==> config.mk <==
export PLATFORM = sky130hd
export DESIGN_NAME = block_data_mem
export DESIGN_NICKNAME = d
export VERILOG_FILES = /design/src/rtl/block_data_mem.sv
export SDC_FILE = /design/constraint.sdc
export NUM_CORES = 1
export LEC_CHECK = 0
export CORE_AREA = 2 2 107 109
export DETAILED_ROUTE_END_ITERATION = 7
export DIE_AREA = 0 0 109 111
export PLACE_DENSITY = 0.7
export SYNTH_ARGS = -nofsm -noshare
export SYNTH_HDL_FRONTEND = slang
export SYNTH_SLANG_ARGS = --single-unit
==> constraint.sdc <==
create_clock -name clk -period 1.7 [get_ports clk]
set_input_delay 0.255 -clock clk [delete_from_list [all_inputs] [get_ports clk]]
set_output_delay 0.255 -clock clk [all_outputs]
set_load 0.01 [all_outputs]
==> src/rtl/block_data_mem.sv <==
// Clocked block-granular main memory behind the cache miss/evict FSM.
// Define BLOCK_DATA_MEM_WRITE_EN to enable the block write-back path; otherwise read-only.
module block_data_mem #(
    parameter int ADDR_W          = 15,
    parameter int DATA_W          = 32,
    parameter int WORDS_PER_BLOCK = 4,
    parameter int READ_LATENCY    = 8,
    parameter int WRITE_LATENCY   = 8
) (
    input  logic                              clk,
    input  logic                              rst,
    input  logic [ADDR_W-1:0]                 address,
    input  logic                              memRead,
    input  logic                              memWrite,
    input  logic [WORDS_PER_BLOCK*DATA_W-1:0] wrData,
    output logic [WORDS_PER_BLOCK*DATA_W-1:0] rdData,
    output logic                              dataRdy,
    output logic                              busy
);

    localparam int OFF    = $clog2(WORDS_PER_BLOCK);
    localparam int MAXLAT = (READ_LATENCY > WRITE_LATENCY) ? READ_LATENCY : WRITE_LATENCY;
    localparam int CW     = $clog2(MAXLAT + 1);

    typedef enum logic [1:0] {IDLE, RD_WAIT, WR_WAIT, DONE} state_t;

    state_t                              state, state_nxt;
    logic [CW-1:0]                       cnt;
    logic [ADDR_W-1:0]                   base, req_base;
    logic [WORDS_PER_BLOCK*DATA_W-1:0]   blk_rd;
    logic                                wr_req;
    logic                                fin;
    logic                                unused_addr;

    assign req_base    = {address[ADDR_W-1:OFF], {OFF{1'b0}}};
    assign unused_addr = ^address[OFF-1:0];
    assign fin         = (cnt == '0);

`ifdef BLOCK_DATA_MEM_WRITE_EN
    localparam int DEPTH = 1 << ADDR_W;

    // Words are stored XOR'd with their own address, so the all-zero
    // power-up image reads back as mem[i] = i without any init loop.
    logic [DATA_W-1:0]                 mem [DEPTH] = '{default: '0};
    logic [WORDS_PER_BLOCK*DATA_W-1:0] wbuf;

    assign wr_req = memWrite;

    always_ff @(posedge clk) begin
        if (state == IDLE && wr_req)
            wbuf <= wrData;
    end

    // No reset here: rst aborts the FSM, so an aborted write never reaches this edge.
    always_ff @(posedge clk) begin
        if (state == WR_WAIT && fin) begin
            for (int k = 0; k < WORDS_PER_BLOCK; k++)
                mem[base | ADDR_W'(k)] <= wbuf[k*DATA_W +: DATA_W] ^ DATA_W'(base | ADDR_W'(k));
        end
    end
`else
    logic unused_wr;

    assign wr_req    = 1'b0;
    assign unused_wr = ^{memWrite, wrData};
`endif

    for (genvar k = 0; k < WORDS_PER_BLOCK; k++) begin : g_word
        logic [ADDR_W-1:0] idx;
        assign idx = base | ADDR_W'(k);
`ifdef BLOCK_DATA_MEM_WRITE_EN
        assign blk_rd[k*DATA_W +: DATA_W] = mem[idx] ^ DATA_W'(idx);
`else
        assign blk_rd[k*DATA_W +: DATA_W] = DATA_W'(idx);
`endif
    end

    always_ff @(posedge clk or posedge rst) begin
        if (rst)
            state <= IDLE;
        else
            state <= state_nxt;
    end

    always_comb begin
        state_nxt = state;
        case (state)
            IDLE: begin
                if (wr_req)
                    state_nxt = WR_WAIT;
                else if (memRead)
                    state_nxt = RD_WAIT;
            end
            RD_WAIT: if (fin) state_nxt = DONE;
            WR_WAIT: if (fin) state_nxt = DONE;
            DONE:    state_nxt = IDLE;
            default: state_nxt = IDLE;
        endcase
    end

    always_ff @(posedge clk or posedge rst) begin
        if (rst) begin
            cnt     <= '0;
            base    <= '0;
            rdData  <= '0;
            dataRdy <= 1'b0;
            busy    <= 1'b0;
        end else begin
            case (state)
                IDLE: begin
                    if (wr_req) begin
                        base <= req_base;
                        cnt  <= CW'(WRITE_LATENCY - 1);
                        busy <= 1'b1;
                    end else if (memRead) begin
                        base <= req_base;
                        cnt  <= CW'(READ_LATENCY - 1);
                        busy <= 1'b1;
                    end
                end
                RD_WAIT: begin
                    if (fin) begin
                        rdData  <= blk_rd;
                        dataRdy <= 1'b1;
                    end else begin
                        cnt <= cnt - 1'b1;
                    end
                end
                WR_WAIT: begin
                    if (fin)
                        dataRdy <= 1'b1;
                    else
                        cnt <= cnt - 1'b1;
                end
                DONE: begin
                    dataRdy <= 1'b0;
                    busy    <= 1'b0;
                end
                default: ;
            endcase
        end
    end

endmodule

# Word-level counts from Yosys, hierarchy flattened
# Index checks and enable logic that the tools add are counted.
dict set report totals {
  register_bits 77
  inputBits 147
  output_inout_bits 130
  word_cells 35
}
dict set report classes {
  add_sub_neg 1
  n_eq_ne 6
  mux 10
  reduce_logical 12
}
# op n
set op_table {}
lappend op_table {{$reduce_and A2 Y1} 5}
lappend op_table {{$mux W4} 2}
lappend op_table {{$pmux W4 S2} 1}
lappend op_table {{$pmux W2 S3} 1}
lappend op_table {{$reduce_bool A2 Y1} 3}
lappend op_table {{$eq A2 B2 Y1 const B} 2}
lappend op_table {{$logic_not A4 Y1} 1}
lappend op_table {{$mux W2} 2}
lappend op_table {{$ne A2 B2 Y1 const B} 2}
lappend op_table {{$pmux W1 S2} 2}
lappend op_table {{$sub A4 B1 Y4 const B} 1}
lappend op_table {{$reduce_and A3 Y1} 1}
lappend op_table {{$eq A2 B1 Y1 const B} 1}
lappend op_table {{$logic_not A2 Y1} 1}
lappend op_table {{$mux W1} 2}
lappend op_table {{$ne A2 B1 Y1 const B} 1}
lappend op_table {{$reduce_or A2 Y1} 1}

# Logic depth before layout (Yosys ltp)
# Gate-level depths: netlist of the first run.
dict set report logic_depth {
  ltp_word 4
  ltp_mapped 7
  mapped_depth_nobuf 5
}

# Worst setup path before layout of the first run
# No wires, ideal clock.
dict set report synth_timing {
  kind {register to register}
  start {reg cnt[0]}
  end {reg rdData[100]}
  setup_time_ps 125
  t_arrival_ps 1661
  required_ps 1575
  slack_ps -86
  stages_incl_launch_ff 8
  path_buffers 2
  period_less_slack_ps 1786
  path_cell_list {dfrtp_1 inv_1 ha_1 nor3b_4 and2_1 buf_6 buf_12 mux2_4}
}
dict set report synth_via {
  elab_chain_len 2
}
# item line
set synth_lines {}
lappend synth_lines {{start: declaration} 28} ;# logic [CW-1:0] cnt;
lappend synth_lines {{start signal: assignment} 113} ;# cnt <= CW'(WRITE_LATENCY - 1);
lappend synth_lines {{start signal: assignment} 117} ;# cnt <= CW'(READ_LATENCY - 1);
lappend synth_lines {{start signal: assignment} 126} ;# cnt <= cnt - 1'b1;
lappend synth_lines {{$logic_not A4 Y1} 37} ;# assign fin = (cnt == '0);
lappend synth_lines {{$reduce_and A2 Y1 (no line)} -}
lappend synth_lines {{end signal: assignment} 123} ;# rdData <= blk_rd;
lappend synth_lines {{end: declaration} 16} ;# output logic [WORDS_PER_BLOCK*DATA_W-1:0] rdData,
# No other way between the ends.
# A chain may end at the register's enable or synchronous reset.

# Worst setup path in the final report of the first run
dict set report layout_timing {
  start {reg cnt[1]}
  end {reg rdData[106]}
}
# Same word-level chain as after synthesis.

==> flow_summary.yaml, run 1 <==
worst_setup_path:
  worst-endpoint-arrival_ps: 1770
  crit_required_ps: 1850
  path_class: "flop to flop"
  path_buf_inv: 2
  path_delay_family: "flip-flops"
  worstSetupStartpointType: "flop"
  cpPeakStageDelay_ps: 400
  crit_chain: "inv_2 -> ha_4 -> nor3b_4 -> and2_4 -> buf_12 -> mux2_2"
  crit_fanout: 14
  slowest_stage: "dfrtp_1"
  critPathCaptureType: "flop"
pwr:
  comb_power_share_pct: 51.4
  vdd_drop_max_uv: 760
  power_switching_share_pct: 32.4
  intPower_uw: 3660
  p_switching_uw: 1750
  leakagePower_uw: 0.00133
  power.share.clock_pct: 19.4
  cellPowerDensity_nw_per_um2: 1840
  power.share.sequential_pct: 29.2
  power_uw: 5410
place:
  place_inst: 399
  port_buffers: 73
  place.gp.congestion: 0.764
  hpwl_um: 2920
drt:
  vias_per_cell: 3.32
  drc: 0
  drt_iter0_drc: 43
  drt_wl_total_um: 3730
  vias: 1351
  wl_per_cell_um: 9.17
  firstDrtPassIters: 2
  postRouteAntennaNets: 0
clock_tree:
  numCtsBuffers: 5
  post_cts_buffers: 0
  holdBufCountCts: 0
  root_buffer: "clkbuf_16"
  h-tree-depth: 2
  path_clk_slew_ps: 50
  tritoncts: "done"
  insertion_delay_ps: 270
  cts_max_path_buffers: 2
  clock_sinks: 35
floorplanning:
  core_area_um2: 11100
  dieArea_um2: 12100
  die_x_um: 109
  floorplan.initialDensity_pct: 21.6
  die_y_um: 111
  num_io_pins: 277
  rows: 39
yosys:
  synth_top_area_share_pct: 36.5
  synth_most_common_cell: "buf_4"
  synth_seq_cells: 35
  async_flop_share_pct: 100
  synth_edf_count: 0
  syn_area_per_cell_um2: 10.7
  syn-cell-area_um2: 2400
  syn_inst: 224
  synth-main-ff-cell: "dfrtp_1"
  synth_area_leaders: "dfrtp_1 37%, buf_4 36%, mux2_2 8.5%"
  yosys-top-cells-count: "114 x buf_4, 35 x dfrtp_1, 18 x mux2_2, 9 x mux2_4, 7 x inv_1"
  synthDistinctLibCells: 27
  yosys_warnings: 0
  yosysTopAreaCell: "dfrtp_1"
  seq_area_frac_synth_pct: 36.5
finish:
  postLayoutCoreUtil_pct: 26.5
  fillers: 1128
  n_antenna_cell: 0
  regArea_um2: 876
  multi_input_area_um2: 881
  drive_gt1_share_pct: 17.8
  syn_to_final_growth_pct: 22.5
  fin_nets: 415
  fin_cells: 407
sta:
  final.setup.tns_ps: 0
  hold_viol: 0
  whs_ps: 397
  finalClockSkew_ps: 3.79
  grt_setup_unrepaired: "false"
  setup_viol: 0
  fmax_mhz: 619
  timing.final.crit_share_pct: 95.0
  fin_crit_ps: 1610
  slew_viol_final: 0
run:
  drv_cap: 0
run_status:
  status: "complete, no violations"
grt:
  grt_pass1_wl_um: 5560
  overflow: 0
  grt_antenna_before_repair: 0
  grt_max_degree: 36
  grt_pass1_vias: 1175
  track_usage_pct: 5.75
worst_hold_path:
  holdCritPathClass: "input pin to async pin"
sequential cells by signal, indices dropped and copies added (netlist names):
name     flops
rdData      14
base        13
busy         1
cnt          4
dataRdy      1
state        2
cell type report:
class	instances	share of cell area, %
clock buffer	6	4.73
clock inverter	2	1.19
inverter	7	0.895
multi-input combinational	135	30.0
sequential	35	29.8
tap	143	6.09
timing repair buffer	79	27.3
stage by stage:
stage               setup slack, ps  instance area (um2)
floorplan                     -73.8                 2670
global placement               37.9                 2750
detailed placement            -21.8                 2750
CTS                           0.122                 2930
global route                   14.3                 2940
finish                         85.3                 2940
layout by cell type, fill, tap and decap left out:
cell type        Yosys  layout
conb_1               1      72
ha_1                 5       4
nor3_1               1       1
clkbuf_16            0       5
o31ai_1              1       1
nor3b_4              1       1
ha_4                 0       1
mux2i_1              1       1
o21ai_0              2       2
mux2_2              18      18
buf_4              114       4
o22a_1               2       2
dfrtp_1             35      35
bufinv_16            0       1
a31oi_1              3       3
nand2b_1             2       2
buf_12               1       2
nor2b_1              1       1
clkdlybuf4s50_1      0      73
mux2_4               9       9
nand2_1              6       6
inv_2                0       2
o22ai_1              1       1
o32ai_1              2       2
or2_2                1       1
clkbuf_8             0       1
and2_4               0       1
nand3_1              1       1
a21oi_1              5       5
inv_1                7       5
clkinv_2             0       1
kinds of logic after synthesis:
group | Yosys count | share of synthesized area, %
AO/OA/AOI/OAI | 16 | 4.28
adder cells (fa/ha/maj) | 5 | 2.61
buffers and inverters | 125 | 38.5
flip-flops | 35 | 36.5
multiplexers | 28 | 14.5
other | 1 | 0.156
AND/OR/NAND/NOR | 14 | 3.44
worst min-delay path, delay by kind of cell:
family / cells / cell delay (ps)
buffers and inverters: 3 / 840
layer usage:
metal / GRT usage (%) / share of wire [%]
met4: 2.56 / 1.6
met2: 10.5 / 49
met1: 6.14 / 39
met5: 0 / 0
met3: 1.29 / 11
power groups by stage:
| stage | logic [uW] | registers, uW | clock network (uW) |
|---|---|---|---|
| 3_5_place_dp | 2760 | 1600 | 0 |
| 3_3_place_gp | 2690 | 1560 | 0 |
| 4_1_cts | 2780 | 1590 | 1090 |
| 6_report | 2780 | 1580 | 1050 |
| 5_1_grt | 3010 | 1650 | 1120 |
| 2_1_floorplan | 1980 | 1600 | 0 |
path summary, 6_finish.rpt:
kind | start | end | slack (ps) | cells past startpoint
max in group asynchronous | rst | base[3]$_DFFE_PP0P_ | 970 | 3
min | rst | base[13]$_DFFE_PP0P_ | 400 | 3
min reg2reg | base[3]$_DFFE_PP0P_ | base[3]$_DFFE_PP0P_ | 500 | 1
max reg2reg | cnt[1]$_DFFE_PP0P_ | rdData[106]$_DFFE_PP0P_ | 90 | 6
max | cnt[1]$_DFFE_PP0P_ | rdData[106]$_DFFE_PP0P_ | 90 | 6
min in group clk | base[3]$_DFFE_PP0P_ | base[3]$_DFFE_PP0P_ | 500 | 1
what timing repair did:
| action | in CTS | in global routing |
|---|---|---|
| pin swaps | 0 | 1 |
| endpoints found under the setup margin | 4 | 13 |
| gates resized for setup | 1 | 3 |
No activity file was read; power rests on OpenSTA's default activity.
==> run 2, diff against run 1 <==
==> constraint.sdc (replaced) <==
create_clock -name clk -period 1.7 [get_ports clk]
set_input_delay 0.17 -clock clk [delete_from_list [all_inputs] [get_ports clk]]
set_output_delay 0.17 -clock clk [all_outputs]
set_load 0.01 [all_outputs]
==> results of run 2 <==
Same layout as run 1 (identical final DEF). Status: complete, no violations.
Among the figures that moved: hold slack 397 ps -> 312 ps
==> run 3, diff against run 2 <==
--- a/config.mk
+++ b/config.mk
@@ -8,7 +8,9 @@
 export CORE_AREA = 2 2 107 109
 export DETAILED_ROUTE_END_ITERATION = 7
 export DIE_AREA = 0 0 109 111
+export MAX_ROUTING_LAYER = met4
 export PLACE_DENSITY = 0.7
+export SLEW_MARGIN = 20
 export SYNTH_ARGS = -nofsm -noshare
 export SYNTH_HDL_FRONTEND = slang
 export SYNTH_SLANG_ARGS = --single-unit
==> run 3 against run 2 <==
Compared with the run above: register-to-register slack is essentially flat; utilization stayed put; non-clock buffer count unchanged; highest routed layer unchanged; maximum frequency about the same; sequential power about the same; routed wire length about the same; critical endpoint unchanged; design area stayed put; clock skew is essentially flat; cell count is the same; critical path type unchanged.
==> flow_summary.yaml, run 3 (same netlist as run 1, synthesis figures left out) <==
run_status:
  status: "complete, no violations"
sta:
  whs_ps: 311
  fin_crit_ps: 1610
  grt_setup_unrepaired: "false"
  final.setup.tns_ps: 0
  setup_viol: 0
  fmax_mhz: 620
  timing.final.crit_share_pct: 94.9
  hold_viol: 0
  finalClockSkew_ps: 3.35
  slew_viol_final: 0
worst_setup_path:
  path_buf_inv: 2
  r2r-start: "cnt[1]$_DFFE_PP0P_"
  worstSetupStartpointType: "flop"
  cp-startpoint: "cnt[1]$_DFFE_PP0P_"
  worst-endpoint-arrival_ps: 1770
  cpPeakStageDelay_ps: 400
  path_delay_family: "flip-flops"
  crit_required_ps: 1860
  path_class: "flop to flop"
  r2r_slack_ps: 90
  r2r-end: "rdData[106]$_DFFE_PP0P_"
  slowest_stage: "dfrtp_1"
  crit_chain: "inv_2 -> ha_4 -> nor3b_4 -> and2_4 -> buf_12 -> mux2_2"
  critPathCaptureType: "flop"
  crit_fanout: 14
  rr_worst_depth: 6
grt:
  busiest_layer: "met2"
  grt_max_degree: 36
  grt_pass1_wl_um: 5560
  grt_pass1_vias: 1175
  grt_antenna_before_repair: 0
  track_usage_pct: 5.91
  met1_usage_pct: 6.14
  overflow: 0
  met3_usage_pct: 1.29
  grtUsageMet2_pct: 10.5
floorplanning:
  num_io_pins: 277
  dieArea_um2: 12100
  die_y_um: 111
  die_x_um: 109
  floorplan.initialDensity_pct: 21.6
  core_area_um2: 11100
  rows: 39
finish:
  fin_cells: 407
  final_common_cell: "clkdlybuf4s50_1"
  top_regs: "rdData: 14 flops, base: 13 flops, cnt: 4 flops"
  n_antenna_cell: 0
  fin_nets: 415
  final_area_um2: 2940
  syn_to_final_growth_pct: 22.5
  fillers: 1128
  layout_common_cells: "73 x clkdlybuf4s50_1, 72 x conb_1, 35 x dfrtp_1"
  drive_gt1_share_pct: 17.8
  largest_register_ffs: 14
  top_register: "rdData"
drt:
  firstDrtPassIters: 3
  drt_wl_total_um: 3740
  postRouteAntennaNets: 0
  wl_per_cell_um: 9.18
  vias_per_cell: 3.33
  vias: 1355
  drt_iter0_drc: 45
  drc: 0
clock_tree:
  clock_sinks: 35
  post_cts_buffers: 0
  root_buffer: "clkbuf_16"
  numCtsBuffers: 5
  h-tree-depth: 2
  tritoncts: "done"
  path_clk_slew_ps: 50
  cts_max_path_buffers: 2
  insertion_delay_ps: 280
place:
  place_inst: 399
  hpwl_um: 2920
  place.gp.congestion: 0.774
  dpl_cell_area_um2: 2750
  port_buffers: 73
pwr:
  power_uw: 5410
  leakagePower_uw: 0.00133
  vdd_drop_max_uv: 760
  cellPowerDensity_nw_per_um2: 1840
run:
  drv_cap: 0
worst_hold_path:
  holdCritPathClass: "input pin to async pin"
## run 3: cell counts in the layout (fill, tap and decap cells not counted)
No cell type changed its count.
## run 3: how the worst max path moves through the flow
| stage | end | slack, ps | cells past startpoint |
|---|---|---|---|
| after floorplan | rdData[100]$_DFFE_PP0P_ | -70 | 7 |
| after global placement | rdData[98]$_DFFE_PP0P_ | 40 | 6 |
| after detailed placement | rdData[106]$_DFFE_PP0P_ | -20 | 6 |
| after CTS | rdData[106]$_DFFE_PP0P_ | 0.1 | 6 |
| after global routing | rdData[106]$_DFFE_PP0P_ | 10 | 6 |
| final | rdData[106]$_DFFE_PP0P_ | 90 | 6 |
## run 3: area by class of cell
class	instances	area [um2]	area share [%]
Clock buffer	6	139	4.73
Clock inverter	2	35.0	1.19
Tap cell	143	179	6.09
Sequential cell	35	876	29.8
Multi-Input combinational cell	135	881	30.0
Inverter	7	26.3	0.895
Timing Repair Buffer	79	801	27.3
## run 3: what timing repair did
item / in CTS / in global routing
hold buffers: 0 / 0
endpoints found under the hold margin: 0 / 0
endpoints found under the setup margin: 4 / 13
pin swaps: 0 / 1
resized for setup: 1 / 3
## run 3: report_power, final
part	switching (uW)	leakage, uW	internal [uW]
clock	326	0.0000868	728
sequential	348	0.000418	1230
combinational	1080	0.000826	1700
total	1750	0.00133	3660
## run 3: per-layer routing
metal / vias to the layer above / part of all wire [%]
li1: 619 / -
met1: 629 / 38
met2: 100 / 49
met3: 7 / 11
met4: 0 / 1.5
met5: - / 0
## run 3: per-stage QoR
step,util (%),worst slack (ps)
after floorplan,-,-73.8
after global placement,24.8,37.9
after detailed placement,24.8,-21.8
after CTS,26.4,0.122
after global routing,26.5,14.3
final,26.5,86.1
## run 3: worst reg2reg max path: stages, from the launching register on
cell     delay, ps
dfrtp_1        400
inv_2           90
ha_4           140
nor3b_4        190
and2_4         180
buf_12         150
mux2_2         350
